===== src/rtl/mem_layout_pkg.sv =====
// Shared memory-map layout constants used to size the big-register collectors.
package mem_layout_pkg;
    localparam int WD_DATA_WIDTH = 16;
    localparam int SDC_SAMPLES   = 16;
    localparam int CHAN_SAMPLES  = 2;
    localparam int BATCH_SAMPLES = 16;
endpackage


===== src/rtl/ps_bigreg_collector.sv =====
// Snapshots one multi-entry PS big register into a wide word when its VALID entry
// turns fresh, asks mem_map to clear the group, and holds the word until consumed.
module ps_bigreg_collector
    import mem_layout_pkg::*;
#(
    parameter int SAMPLES = SDC_SAMPLES,
    parameter int WORD_W  = WD_DATA_WIDTH,
    parameter int CNT_W   = 8
) (
    input  logic                      clk,
    input  logic                      rst,
    input  logic [SAMPLES:0]          fresh_bits,
    input  logic [SAMPLES*WORD_W-1:0] mem_words,
    output logic [SAMPLES:0]          clr_bits,
    output logic [SAMPLES*WORD_W-1:0] data_out,
    output logic                      data_valid,
    input  logic                      data_ready,
    output logic                      partial,
    output logic [CNT_W-1:0]          partial_cnt
);

    localparam logic [0:0] IDLE = 1'b0;
    localparam logic [0:0] HOLD = 1'b1;

    // Handshake: data_out/partial are offered while data_valid=1 and are taken on
    // any rising clk edge where data_valid & data_ready; data_ready alone is ignored.
    logic [0:0] state;
    logic       cap_partial;

    assign cap_partial = ~&fresh_bits[SAMPLES-1:0];

    always_ff @(posedge clk or posedge rst) begin
        if (rst) begin
            state       <= IDLE;
            clr_bits    <= '0;
            data_out    <= '0;
            data_valid  <= 1'b0;
            partial     <= 1'b0;
            partial_cnt <= '0;
        end else begin
            clr_bits <= '0;
            case (state)
                IDLE: begin
                    if (fresh_bits[SAMPLES]) begin
                        data_out   <= mem_words;
                        partial    <= cap_partial;
                        data_valid <= 1'b1;
                        clr_bits   <= '1;
                        state      <= HOLD;
                        if (cap_partial && (partial_cnt != {CNT_W{1'b1}}))
                            partial_cnt <= partial_cnt + 1'b1;
                    end
                end
                HOLD: begin
                    // Writes landing now keep their fresh bits in mem_map and are
                    // picked up after the return to IDLE.
                    if (data_ready) begin
                        data_valid <= 1'b0;
                        state      <= IDLE;
                    end
                end
                default: state <= IDLE;
            endcase
        end
    end

endmodule


===== config.mk =====
export PLATFORM = sky130hd
export DESIGN_NAME = ps_bigreg_collector
export DESIGN_NICKNAME = d
export VERILOG_FILES = /design/src/rtl/mem_layout_pkg.sv /design/src/rtl/ps_bigreg_collector.sv
export SDC_FILE = /design/constraint.sdc
export NUM_CORES = 1
export LEC_CHECK = 0
export ABC_AREA = 1
export CAP_MARGIN = 20
export CORE_AREA = 2 2 220 222
export DETAILED_ROUTE_END_ITERATION = 10
export DIE_AREA = 0 0 222 224
export GPL_TIMING_DRIVEN = 0
export PLACE_DENSITY = 0.51
export SETUP_SLACK_MARGIN = 0.05
export SLEW_MARGIN = 30
export SYNTH_ARGS = -nofsm -noshare
export SYNTH_HDL_FRONTEND = slang
export SYNTH_SLANG_ARGS = --single-unit

===== constraint.sdc =====
create_clock -name clk -period 13.6 [get_ports clk]
set_input_delay 2.04 -clock clk [delete_from_list [all_inputs] [get_ports clk]]
set_output_delay 2.04 -clock clk [all_outputs]
set_load 0.02 [all_outputs]

[After elaboration in Yosys (flattened, before gate mapping)]
Index checks and enable logic that the tools add are counted.
Widths: inputs -> output; s select.
Storage, ports and cells
  register bits: 284
  bits of input ports: 276
  output and inout port bits: 283
  logic and storage cells: 25
Cells by class
  $add $sub $neg: 1
  eq/ne operators: 3
  multiplexer cells: 8
  bitwise gates (word level): 1
  reductions and logical operators: 6
Operators by type and width (count)
  $mux 17: 2
  $reduce_and 16->1: 1
  $add 8x1->8 const B: 1
  $ne 8x8->1 const B: 1
  $mux 1: 4
  $ne 2x2->1 const B: 2
  $pmux 1 s2: 2
  $reduce_and 2->1: 2
  $reduce_and 3->1: 1
  $logic_and 1x1->1: 1
  $logic_not 1->1: 1
  $not 1->1: 1

[Depth between registers and ports, before layout]
Gate-level depths: netlist (run 1).
  depth in word-level cells: 4
  gate-level depth with buffers: 8

[Least setup slack after synthesis (run 1)]
Ideal clock, no wire load.
  kind: reg2out
  start point: reg clr_bits[15] (netlist name)
  end point: out clr_bits[10]
  data arrival time: 0.885 ns
  required time: 11.560 ns
  setup slack: 10.675 ns
  stages on the path, launching flop included: 2
  cells stage by stage: dfrtp_1 buf_4
RTL lines
  to (decl): RTL line ps_bigreg_collector.sv:14  | output logic [SAMPLES:0] clr_bits,

==> impl_metrics.json, run 1 <==
{
  "max_cap_viol_count": 0,
  "avgRoutedWirePerCell_um": 15.8,
  "fp.dieW_um": 222,
  "clock-root-buffer": "clkbuf_16",
  "synthTopCellsByCount": "805 x nand2_1, 268 x dfrtp_1, 50 x buf_2, 18 x buf_4",
  "fin_ws_ps": 9610,
  "dp_hpwl_um": 29000,
  "synth-seq-area-share_pct": 64.3,
  "r2r-start": "state$_DFF_PP0_",
  "antenna_found_initial": 0,
  "drc": 0,
  "tns_ps": 0,
  "clkLatencyLatePin_ps": 530,
  "ys_ff_latch": 268,
  "gp_congestion": 0.798,
  "worstSetupPathType": "flop to output pin",
  "yosys-top-cells-area": "dfrtp_1 64%, nand2_1 29%, buf_2 2.4%",
  "design_area_um2": 18000,
  "die_h_um": 224,
  "syn_inst": 1198,
  "overflow": 0,
  "nNetsFinal": 2072,
  "post_cts_buffers": 0,
  "grt_pass1_vias": 9818,
  "syn_area_um2": 10400,
  "rows": 80,
  "cts.clk_slew.worst_paths_ps": 60,
  "startpoint_type": "flop",
  "r2r_slack_ps": 11910,
  "status": "finished clean",
  "final_cells": 2434,
  "fin_crit_ps": 3990,
  "crit_start": "clr_bits[15]$_DFF_PP0_",
  "peakVddDrop_mv": 0.0779,
  "fin_skew_ps": 15.6,
  "crit_fanout": 17,
  "min_path_type": "flop to flop",
  "port_buffers": 558,
  "routed_wirelength_um": 38500,
  "hold_start": "state$_DFF_PP0_",
  "cts_sinks": 268,
  "dpl-instance-area_um2": 16900,
  "yosysMostFrequentCell": "nand2_1",
  "slew_headroom_pct": 63.0,
  "syn_nets": 1475,
  "async_flop_share_pct": 100,
  "rsz0062_at_grt": "no",
  "track_usage_pct": 15.1,
  "final_layout_size_suffix_gt1_share_pct": 7.04,
  "max-clock-path-buffers": 3,
  "utilization_pct": 38.0,
  "hold_buffers": 0,
  "antenna-diode-count": 0,
  "end_kind": "output pin",
  "grt_max_degree": 86,
  "ctsResizeCount": 0,
  "netlist.area_leader.share_pct": 64.3,
  "synth-edff-count": 0,
  "worstPathRequired_ps": 11560,
  "drtPass1Iterations": 5,
  "ios": 559,
  "die_area_um2": 49700,
  "final_antenna_net_count": 0,
  "worst_ep_arrival_time_ps": 1950,
  "yosysTopAreaCell": "dfrtp_1",
  "htree_levels": 2,
  "drt-vias-per-instance": 3.97,
  "yosys_warnings": 0,
  "final_min_period_over_clock_period_pct": 29.4,
  "setup_violations": 0,
  "fillCellCount": 4839,
  "placed_cells": 2374,
  "start_util_pct": 22.0,
  "cts_tree": "yes",
  "timing.fmax_mhz": 250,
  "syn_to_final_growth_pct": 72.7,
  "synthFlopType": "dfrtp_1",
  "powerDensity_nw_per_um2": 162,
  "power.leakage_nw": 8.80,
  "core-area_um2": 47300,
  "syn_area_per_cell_um2": 8.70,
  "synth_cell_types": 21,
  "place_ws_ps": 9760,
  "tightest_slew_ps": 555,
  "drt_iter0_markers": 466,
  "grt_pass1_wl_um": 58400,
  "hold_viol": 0,
  "numCtsBuffers": 34,
  "maxSlewViolCount": 0,
  "dr_total_vias": 9670
}
[worst max-delay path, stage by stage (launching register included)]
cell and delay, ps:
dfrtp_1 640, buf_4 190, clkdlybuf4s50_1 590
[layout by cell type, fill, tap and decap left out]
master | Yosys | routed
clkinv_2 | 0 | 3
buf_1 | 2 | 2
nand4_4 | 1 | 1
o21ai_0 | 4 | 4
nand3_4 | 1 | 1
nor2_1 | 12 | 12
inv_1 | 12 | 11
clkinv_4 | 0 | 2
clkinv_1 | 1 | 1
clkdlybuf4s50_1 | 0 | 558
bufinv_16 | 0 | 3
xnor2_1 | 2 | 2
inv_8 | 0 | 1
buf_4 | 18 | 18
nand2_1 | 805 | 805
a21boi_0 | 1 | 1
nor2_4 | 1 | 1
nand2_2 | 2 | 2
a21oi_1 | 1 | 1
nand3_1 | 6 | 6
clkbuf_16 | 0 | 35
nand4_1 | 6 | 6
dfrtp_1 | 268 | 268
buf_16 | 0 | 3
ha_1 | 1 | 1
clkbuf_8 | 0 | 6
buf_2 | 50 | 50
clkbuf_1 | 3 | 13
inv_2 | 1 | 1
inv_6 | 0 | 1
[sequential cells by signal (all words and copies together), names as in the netlist]
name,count
state,1
partial,1
clr_bits,1
data_out,256
data_valid,1
partial_cnt,8
[cell families (layout without fill, tap and decap cells)]
group / after synthesis / count (layout) / synth area share [%]
flip-flops: 268 / 268 / 64.3
adder cells (fa/ha/maj): 1 / 1 / 0.120
XOR/XNOR: 2 / 2 / 0.168
AO/OA/AOI/OAI: 6 / 6 / 0.312
buffers and inverters: 87 / 708 / 4.38
AND/OR/NAND/NOR: 834 / 834 / 30.7
[layer usage]
metal / part of all wire (%) / GRT usage (%)
met3: 7.7 / 5.23
met1: 40 / 17.4
met5: 0 / 0
met4: 2.6 / 4.80
met2: 50 / 26.3
[final timing paths]
check                                                 end  cells after the start
worst max register to register    data_out[9]$_DFFE_PP0P_                      7
worst min-delay path               data_valid$_DFFE_PP0P_                      1
max in group asynchronous        data_out[75]$_DFFE_PP0P_                      4
worst min register to register     data_valid$_DFFE_PP0P_                      1
worst max-delay path                         clr_bits[12]                      2
min in group asynchronous       data_out[121]$_DFFE_PP0P_                      2
[through the flow]
stage / total power, mW / hold WS [ps]
final: 2.92 / 452
after global routing: 3.07 / 483
after CTS: 2.97 / 453
after detailed placement: 2.02 / 435
after global placement: 2.02 / 438
after floorplan: 1.49 / 417
[report_power, final]
part | switching [mW] | internal [mW]
clock network | 0.353 | 0.564
logic | 0.496 | 0.446
registers | 0.0982 | 0.962
[cell type report]
cell class              count  area (um2)  area share [%]
multi-input cells         843        3260            18.1
plain buffers              73         404            2.25
clock inverters             9         131           0.730
well taps                 615         769            4.28
flip-flops and latches    268        6710            37.3
repair buffers            561        5670            31.5
clock buffers              51         996            5.53
inverters                  14        60.1           0.334
Power figures use the tool's default switching activity.
==> run 2: changes to the inputs <==
==> constraint.sdc (replaced) <==
create_clock -name clk -period 4.1 [get_ports clk]
set_input_delay 0.615 -clock clk [delete_from_list [all_inputs] [get_ports clk]]
set_output_delay 0.615 -clock clk [all_outputs]
set_load 0.02 [all_outputs]
==> run 2 against run 1 <==
Combinational power increased to 3.3 times the previous value. Sequential share of layout area decreased by 0.31 points. Critical path depth stayed put. Cell area grew 0.83%. First-iteration DRC count increased by 2.4%. Sequential power rose to 3.3 times the previous value. Critical endpoint is now clr_bits[3]. Count of clock-buffer cells in the layout is 3 lower. Non-clock buffer count increased by 8. Largest cell class unchanged. Worst hold slack got worse by 67 ps. Register-to-register slack lost 9600 ps.
==> impl_metrics.json, run 2 (synthesis gave the netlist of run 1 again) <==
{
  "post_cts_buffers": 0,
  "final_antenna_net_count": 0,
  "crit_chain": "buf_4 -> clkdlybuf4s50_1",
  "crit_fanout": 17,
  "timing.fmax_mhz": 386,
  "nNetsFinal": 2081,
  "die_area_um2": 49700,
  "slowest_stage": "dfrtp_1",
  "status": "finished clean",
  "min_path_type": "input port to asynchronous set/reset pin",
  "slew_headroom_pct": 66.0,
  "critPathBufInv": 2,
  "internal_power_mw": 6.55,
  "grt_pass1_vias": 10078,
  "fin_skew_ps": 10.6,
  "power_frac_clock_pct": 31.2,
  "fp.dieW_um": 222,
  "max_cap_viol_count": 0,
  "r2r_cells": 7,
  "dpl-instance-area_um2": 17000,
  "die_h_um": 224,
  "dp_hpwl_um": 30900,
  "peakVddDrop_mv": 0.294,
  "largest_register": "data_out",
  "worstSetupPathType": "flop to output pin",
  "r2r_end": "data_out[219]$_DFFE_PP0P_",
  "fin_crit_ps": 2590,
  "track_usage_pct": 15.9,
  "final_common_cell": "nand2_1",
  "ios": 559,
  "hold_buffers": 0,
  "port_buffers": 558,
  "clock-root-buffer": "clkbuf_16",
  "ctsResizeCount": 0,
  "rows": 80,
  "p_sw_share_pct": 32.4,
  "numCtsBuffers": 35,
  "crit_start": "clr_bits[15]$_DFF_PP0_",
  "max-clock-path-buffers": 3,
  "startpoint_type": "flop",
  "clkLatencyLatePin_ps": 520,
  "overflow": 0,
  "final_layout_size_suffix_gt1_share_pct": 7.62,
  "grt_max_degree": 29,
  "syn_to_final_growth_pct": 74.1,
  "core-area_um2": 47300,
  "utilization_pct": 38.3,
  "hold_viol": 0,
  "cts_tree": "yes",
  "rsz0062_at_grt": "no",
  "r2r_slack_ps": 2290,
  "worstPathRequired_ps": 3480,
  "start_util_pct": 22.0,
  "place_ws_ps": 1510,
  "r2r-start": "state$_DFF_PP0_",
  "top_regs": "data_out (256), partial_cnt (8)",
  "ff_latch_area_um2": 6710,
  "largest_reg_flops": 256,
  "final_cell_mix": "805 x nand2_1, 558 x clkdlybuf4s50_1, 268 x dfrtp_1, 50 x buf_2, 37 x clkbuf_16",
  "gp_congestion": 0.824,
  "routed_wirelength_um": 39900,
  "design_area_um2": 18100,
  "power.leakage_nw": 8.87,
  "htree_levels": 2,
  "crit_end": "clr_bits[3]",
  "drc": 0,
  "avgRoutedWirePerCell_um": 16.4,
  "netSwitchingPower_mw": 3.14,
  "fillCellCount": 4830,
  "tightest_slew_ps": 510,
  "comb_power_share_pct": 32.5,
  "fin_ws_ps": 1510,
  "final_min_period_over_clock_period_pct": 63.2,
  "dr_total_vias": 9780,
  "setup_violations": 0,
  "drt-vias-per-instance": 4.01,
  "power_frac_seq_pct": 36.4,
  "drtPass1Iterations": 4,
  "drt_iter0_markers": 477,
  "multi_input_comb_area_um2": 3260,
  "maxSlewViolCount": 0,
  "end_kind": "output pin",
  "grt_pass1_wl_um": 60700,
  "antenna_found_initial": 2,
  "power_mw": 9.69,
  "worst_ep_arrival_time_ps": 1980,
  "cts.clk_slew.worst_paths_ps": 50,
  "cts_sinks": 268,
  "crit_family": "buffers and inverters",
  "max_stage_delay_ps": 660,
  "powerDensity_nw_per_um2": 534,
  "crit_cells": 2
}
[run 2: worst register-to-register path, stage by stage (launching register included)]
cell and delay, ps:
dfrtp_1 380, inv_1 80, nand2_2 180, inv_2 110, buf_2 380, buf_2 370
nand2_1 170, nand2_1 80
[run 2: layout make-up]
cell class                 count  area share (%)
inverter                      14           0.310
multi-input combinational    843            18.0
clock inverter                10           0.586
antenna                        1          0.0138
clock buffer                  48            5.66
tap                          615            4.24
sequential                   268            37.0
buffer                        73            2.23
timing repair buffer         569            32.0
[run 2: power groups by stage]
| stage | Sequential, mW | Combinational (mW) | Clock, mW |
|---|---|---|---|
| finish | 3.52 | 3.15 | 3.02 |
| global route | 3.60 | 3.39 | 3.25 |
| CTS | 3.53 | 3.20 | 3.15 |
| detailed placement | 3.56 | 3.19 | 0 |
| global placement | 3.55 | 3.16 | 0 |
| floorplan | 4.21 | 0.723 | 0 |
[run 2: stage by stage]
stage / hold WS [ps] / std cells / TNS, ps
after floorplan: 417 / 1198 / -14600
after global placement: 432 / 2371 / -644180
after detailed placement: 443 / 2382 / 0
after CTS: 350 / 2440 / 0
after global routing: 384 / 2441 / 0
final: 385 / 2441 / 0
[run 2: worst min-delay path by stage]
stage                     cells after the start  slack, ps                         to       startpoint
final                                         2        380  data_out[176]$_DFFE_PP0P_              rst
after global routing                          2        380  data_out[176]$_DFFE_PP0P_              rst
after CTS                                     2        350  data_out[176]$_DFFE_PP0P_              rst
after detailed placement                      1        440     data_valid$_DFFE_PP0P_  state$_DFF_PP0_
after global placement                        1        430     data_valid$_DFFE_PP0P_  state$_DFF_PP0_
after floorplan                               1        420     data_valid$_DFFE_PP0P_  state$_DFF_PP0_
[run 2: layer usage]
metal	share of wire, %	vias to the layer above	track usage [%]
met5	0.033	-	0
met2	49	359	27.2
met1	41	4553	18.9
met3	8.4	57	5.52
met4	2.0	2	4.38
li1	-	4809	-
